**src/rtl/fb_rect_draw.sv**
```systemverilog
// fb_rect_draw: draws a single-colour rectangle (outline, or filled when
// FB_RECT_FILL_EN is defined) into a framebuffer, one pixel write per clock.
// Handshake: 'start' is a one-cycle request that is only sampled in IDLE.
// 'busy' is high from the cycle after the accepted start until completion.
// 'done' pulses for one cycle on completion or rejection, and 'err' is valid
// together with it.
// Optional feature macro: FB_RECT_FILL_EN (adds the 'fill' input and FILL state).
module fb_rect_draw #(
   parameter int FB_WIDTH  = 160,
   parameter int FB_HEIGHT = 120,
   parameter int CORDW     = 16,
   parameter int COLRW     = 4,
   parameter int ADDRW     = $clog2(FB_WIDTH*FB_HEIGHT)
) (
   input  logic             clk,
   input  logic             rst,
   input  logic             start,
   input  logic [CORDW-1:0] x0,
   input  logic [CORDW-1:0] y0,
   input  logic [CORDW-1:0] x1,
   input  logic [CORDW-1:0] y1,
   input  logic [COLRW-1:0] cidx,
`ifdef FB_RECT_FILL_EN
   input  logic             fill,
`endif
   output logic             fb_we,
   output logic [ADDRW-1:0] fb_addr,
   output logic [COLRW-1:0] fb_cidx,
   output logic             busy,
   output logic             done,
   output logic             err,
   output logic [2:0]       dbg_state
);

   typedef enum logic [2:0] {
      S_IDLE   = 3'd0,
      S_INIT   = 3'd1,
      S_TOP    = 3'd2,
      S_RIGHT  = 3'd3,
      S_BOTTOM = 3'd4,
      S_LEFT   = 3'd5,
      S_FILL   = 3'd6,
      S_FIN    = 3'd7
   } state_t;

   localparam logic [ADDRW-1:0] FBW_A   = ADDRW'(FB_WIDTH);
   localparam logic [CORDW-1:0] FBW_C   = CORDW'(FB_WIDTH);
   localparam logic [CORDW-1:0] FBH_C   = CORDW'(FB_HEIGHT);
   localparam logic [CORDW-1:0] ONE_C   = CORDW'(1);
   localparam logic [CORDW-1:0] TWO_C   = CORDW'(2);
   localparam logic [CORDW-1:0] THREE_C = CORDW'(3);

   state_t           r_state;
   logic             r_we;
   logic [ADDRW-1:0] r_addr;
   logic [COLRW-1:0] r_cidx;
   logic             r_busy;
   logic             r_done;
   logic             r_err;
   logic [CORDW-1:0] r_x0, r_y0, r_x1, r_y1;
   logic [CORDW-1:0] r_w, r_h;
   logic [CORDW-1:0] r_cnt;      // writes left in the current phase/row after the one on the bus
`ifdef FB_RECT_FILL_EN
   logic             r_fill;
   logic [CORDW-1:0] r_row_cnt;  // rows left after the current one
   logic [ADDRW-1:0] r_row_addr; // address of the first pixel of the current row
`endif

   logic             w_valid;
   logic [CORDW-1:0] w_w, w_h;
   logic [ADDRW-1:0] w_start;

   // Validation and geometry from the latched request; only consumed in INIT.
   assign w_valid = (r_x0 <= r_x1) && (r_y0 <= r_y1) && (r_x1 < FBW_C) && (r_y1 < FBH_C);
   assign w_w     = r_x1 - r_x0 + ONE_C;
   assign w_h     = r_y1 - r_y0 + ONE_C;
   assign w_start = ADDRW'(r_y0) * FBW_A + ADDRW'(r_x0);

   // Control FSM: each draw state holds the pixel currently on the write port
   // and steps to the next one, jumping straight into the next non-empty phase
   // so that writes stay back-to-back across corners.
   always_ff @(posedge clk or posedge rst) begin
      if (rst) begin
         r_state <= S_IDLE;
         r_we    <= 1'b0;
         r_addr  <= '0;
         r_cidx  <= '0;
         r_busy  <= 1'b0;
         r_done  <= 1'b0;
         r_err   <= 1'b0;
         r_x0    <= '0;
         r_y0    <= '0;
         r_x1    <= '0;
         r_y1    <= '0;
         r_w     <= '0;
         r_h     <= '0;
         r_cnt   <= '0;
`ifdef FB_RECT_FILL_EN
         r_fill     <= 1'b0;
         r_row_cnt  <= '0;
         r_row_addr <= '0;
`endif
      end else begin
         r_done <= 1'b0;
         case (r_state)
            S_IDLE: begin
               if (start) begin
                  r_x0    <= x0;
                  r_y0    <= y0;
                  r_x1    <= x1;
                  r_y1    <= y1;
                  r_cidx  <= cidx;
`ifdef FB_RECT_FILL_EN
                  r_fill  <= fill;
`endif
                  r_busy  <= 1'b1;
                  r_err   <= 1'b0;
                  r_state <= S_INIT;
               end
            end
            S_INIT: begin
               if (!w_valid) begin
                  r_busy  <= 1'b0;
                  r_done  <= 1'b1;
                  r_err   <= 1'b1;
                  r_state <= S_FIN;
               end else begin
                  r_w    <= w_w;
                  r_h    <= w_h;
                  r_we   <= 1'b1;
                  r_addr <= w_start;
                  r_cnt  <= w_w - ONE_C;
`ifdef FB_RECT_FILL_EN
                  r_row_addr <= w_start;
                  r_row_cnt  <= w_h - ONE_C;
                  if (r_fill) r_state <= S_FILL;
                  else
`endif
                  r_state <= S_TOP;
               end
            end
            S_TOP: begin
               if (r_cnt != '0) begin
                  r_addr <= r_addr + 1'b1;
                  r_cnt  <= r_cnt - ONE_C;
               end else if (r_h > ONE_C) begin
                  r_addr  <= r_addr + FBW_A;
                  r_cnt   <= r_h - TWO_C;
                  r_state <= S_RIGHT;
               end else begin
                  r_we <= 1'b0; r_busy <= 1'b0; r_done <= 1'b1; r_state <= S_FIN;
               end
            end
            S_RIGHT: begin
               if (r_cnt != '0) begin
                  r_addr <= r_addr + FBW_A;
                  r_cnt  <= r_cnt - ONE_C;
               end else if (r_w > ONE_C) begin
                  r_addr  <= r_addr - 1'b1;
                  r_cnt   <= r_w - TWO_C;
                  r_state <= S_BOTTOM;
               end else begin
                  r_we <= 1'b0; r_busy <= 1'b0; r_done <= 1'b1; r_state <= S_FIN;
               end
            end
            S_BOTTOM: begin
               if (r_cnt != '0) begin
                  r_addr <= r_addr - 1'b1;
                  r_cnt  <= r_cnt - ONE_C;
               end else if (r_h > TWO_C) begin
                  r_addr  <= r_addr - FBW_A;
                  r_cnt   <= r_h - THREE_C;
                  r_state <= S_LEFT;
               end else begin
                  r_we <= 1'b0; r_busy <= 1'b0; r_done <= 1'b1; r_state <= S_FIN;
               end
            end
            S_LEFT: begin
               if (r_cnt != '0) begin
                  r_addr <= r_addr - FBW_A;
                  r_cnt  <= r_cnt - ONE_C;
               end else begin
                  r_we <= 1'b0; r_busy <= 1'b0; r_done <= 1'b1; r_state <= S_FIN;
               end
            end
`ifdef FB_RECT_FILL_EN
            S_FILL: begin
               if (r_cnt != '0) begin
                  r_addr <= r_addr + 1'b1;
                  r_cnt  <= r_cnt - ONE_C;
               end else if (r_row_cnt != '0) begin
                  r_row_addr <= r_row_addr + FBW_A;
                  r_addr     <= r_row_addr + FBW_A;
                  r_cnt      <= r_w - ONE_C;
                  r_row_cnt  <= r_row_cnt - ONE_C;
               end else begin
                  r_we <= 1'b0; r_busy <= 1'b0; r_done <= 1'b1; r_state <= S_FIN;
               end
            end
`endif
            S_FIN: begin
               r_state <= S_IDLE;
            end
            default: begin
               r_we    <= 1'b0;
               r_busy  <= 1'b0;
               r_state <= S_IDLE;
            end
         endcase
      end
   end

   assign fb_we     = r_we;
   assign fb_addr   = r_addr;
   assign fb_cidx   = r_cidx;
   assign busy      = r_busy;
   assign done      = r_done;
   assign err       = r_err;
   assign dbg_state = r_state;

endmodule
```
**config.mk**
```make
export PLATFORM = sky130hd
export DESIGN_NAME = fb_rect_draw
export DESIGN_NICKNAME = d
export VERILOG_FILES = /design/src/rtl/fb_rect_draw.sv
export SDC_FILE = /design/constraint.sdc
export NUM_CORES = 1
export LEC_CHECK = 0
export CAP_MARGIN = 20
export CORE_MARGIN = 2
export CORE_UTILIZATION = 45
export CTS_CLUSTER_SIZE = 25
export DETAILED_ROUTE_END_ITERATION = 7
export PLACE_DENSITY_LB_ADDON = 0.05
export SLEW_MARGIN = 20
export SYNTH_ARGS = -nofsm -noshare
export SYNTH_HDL_FRONTEND = slang
export SYNTH_SLANG_ARGS = --single-unit
```
**constraint.sdc**
```tcl
create_clock -name clk -period 6 [get_ports clk]
set_input_delay 1.5 -clock clk [delete_from_list [all_inputs] [get_ports clk]]
set_output_delay 1.5 -clock clk [all_outputs]
set_load 0.01 [all_outputs]
```
==> results.cfg <==
[outcome]
status = finished, final reports clean

[sta]
hold_viol_final = 0
finalClockSkew_ns = 0.0209
holdWs_ns = 0.492
rsz0062_at_grt = no
tns_ns = 0
finalCriticalPeriod_ns = 4.09
fmax_mhz = 245
slew_headroom_pct = 34.5
setup_viol = 0
final_max_slew_viol_count = 0
min_period_over_period_pct = 68.1
worstMarginPinSlew_ns = 0.955

[logic_synthesis]
async_reset_ff_share_pct = 100
synth_cells = 1373
synth-edff-count = 0
synth_top_area_share_pct = 30.2
synth_warnings = 0
syn-num-nets = 1572
synth_cell_types = 80
syn_area_um2 = 11400
seq_area_frac_synth_pct = 30.2
synth-seq-cells = 138
synthFlopType = dfrtp_1
synth.avg_cell_area_um2 = 8.33
synth_area_leaders = dfrtp_1 (30%), ha_1 (13%), o21ai_0 (7.0%)
synth_area_leader_cell = dfrtp_1

[die]
die-area_um2 = 26700
ios = 97
core.rowCount = 58
start_util_pct = 45.6
fp.dieW_um = 163
core_area_um2 = 25100
die_h_um = 163

[grt]
track_usage_pct = 25.5
grt_pass1_wl_um = 52900
grt_pass1_vias = 9487
overflow = 0
antenna_found_initial = 0
grt_max_degree = 128

[critical_path]
rr_worst_depth = 9
crit_path_start_kind = flop
required_ns = 6.31
startpoint = r_y0[5]$_DFFE_PP0P_
crit_arrival_ns = 4.40
reg2reg_slack_ns = 1.91
reg2reg_to = r_w[6]$_DFFE_PP0P_
cp-endpoint = r_w[6]$_DFFE_PP0P_
cp-end-kind = flop
reg2reg_from = r_y0[5]$_DFFE_PP0P_
crit_path_max_fanout = 49
worst-setup-path-type = reg -> reg

[clock_network]
numCtsBuffers = 17
tritoncts = yes
clkLatencyLatePin_ns = 0.44
postCtsHoldBufs = 0
root_buffer = clkbuf_16
htree_levels = 4
clock_sinks = 138
path_clk_slew_ns = 0.07
clockBufferDepth = 2
cts_resized = 0
post-cts-setup-buffers = 0

[routing]
drt_wl_total_um = 33400
vias = 10211
post_drt_wl_per_cell_um = 18.8
final_antenna_net_count = 0
routed_via_density = 5.74
drc_errors = 0
drt_pre_antenna_iters = 6
drtIter0Drc = 766

[hold_path]
min_path_cells = 2
hold_class = reg -> reg

[flow_run]
drv_cap = 0

[layout]
fin_area_um2 = 13200
nNetsFinal = 1634
area_growth_pct = 15.7
antenna_cells = 0
final_cell_count_no_fill = 1778
drive_gt1_share_pct = 6.84

[placed_design]
io_buffers = 96
place.gp.congestion = 0.908
dp.cells = 1746
placed_area_um2 = 12700
dp_hpwl_um = 25600
==> layer usage <==
layer	vias up	part of all wire (%)	global-route usage [%]
li1	5073	-	-
met1	4820	49	36.9
met2	285	44	39.4
met3	33	5.5	4.72
met4	0	1.6	6.10
met5	-	0	0
==> cell families (layout without fill, tap and decap cells) <==
kind of cell             count (synthesis)  count (layout)  share of synthesized area, %
AO/OA/AOI/OAI                          405             405                          22.0
AND/OR/NAND/NOR                        415             415                          17.7
multiplexers                            33              33                          3.28
XOR/XNOR                                88              88                          6.74
buffers and inverters                  165             240                          5.71
adder cells (fa/ha/maj)                129             129                          14.4
flip-flops                             138             138                          30.2
==> metrics by stage <==
step / setup slack [ns] / utilization (%)
5_1_grt: 1.61 / 52.7
2_1_floorplan: 0.804 / -
3_3_place_gp: 1.99 / 50.5
3_5_place_dp: 1.98 / 50.5
6_report: 1.91 / 52.7
4_1_cts: 1.96 / 52.7
==> sequential cells by signal, indices dropped and copies added, names as in the netlist, 3 cells and up <==
register / cells
r_x1: 16
r_y0: 16
dbg_state: 3
r_h: 16
fb_cidx: 4
fb_addr: 15
r_cnt: 16
r_x0: 16
r_w: 16
r_y1: 16
==> layout by cell type, fill, tap and decap left out, drive strengths merged, types with 31 or more instances in the layout <==
cell type	instances
ha	123
nor3	43
dfrtp	138
a21oi	73
xor2	31
nor2	73
clkdlybuf4s50	96
xnor2	57
inv	98
nand2	159
o21ai	163
==> cells in the mapped netlist (15+ instances only) <==
| library cell | count |
|---|---|
| a21oi_1 | 72 |
| inv_1 | 96 |
| nor3_1 | 42 |
| nand2_1 | 159 |
| nor4_1 | 18 |
| nor2_1 | 73 |
| mux2_2 | 26 |
| dfrtp_1 | 138 |
| ha_1 | 123 |
| or3_1 | 15 |
| clkbuf_1 | 55 |
| xor2_1 | 31 |
| a21o_1 | 21 |
| xnor2_1 | 57 |
| o21ai_0 | 160 |
| nand3_1 | 19 |
| o22ai_1 | 20 |
| a31oi_1 | 18 |
==> worst max-delay path: stages (launching register included) <==
cell and delay, ns:
dfrtp_1 0.47, inv_1 0.10, ha_1 0.32, and3_1 0.24, a221oi_1 0.41, a21o_1 0.18, a21oi_1 0.09, nor2_1 0.60
nand3_2 0.92, mux2_2 0.58
==> cell type report <==
cell class | instances | area [um2]
Clock inverter | 13 | 123
Tap cell | 330 | 413
Multi-Input combinational cell | 1070 | 7360
Inverter | 97 | 369
Fill cell | 2479 | 11900
Clock buffer | 19 | 433
Sequential cell | 138 | 3450
Timing Repair Buffer | 111 | 1090
==> worst min-delay path by stage <==
| stage | from | endpoint | slack, ns |
|---|---|---|---|
| after floorplan | r_w[0]$_DFFE_PP0P_ | r_w[0]$_DFFE_PP0P_ | 0.45 |
| after global placement | r_w[0]$_DFFE_PP0P_ | r_w[0]$_DFFE_PP0P_ | 0.47 |
| final | r_w[0]$_DFFE_PP0P_ | r_w[0]$_DFFE_PP0P_ | 0.49 |
| after detailed placement | r_w[0]$_DFFE_PP0P_ | r_w[0]$_DFFE_PP0P_ | 0.47 |
| after CTS | r_w[0]$_DFFE_PP0P_ | r_w[0]$_DFFE_PP0P_ | 0.49 |
| after global routing | r_w[0]$_DFFE_PP0P_ | r_w[0]$_DFFE_PP0P_ | 0.51 |
Power is not shown: default switching activity piles up to over one toggle a cycle in this logic, so the estimate is an artifact.
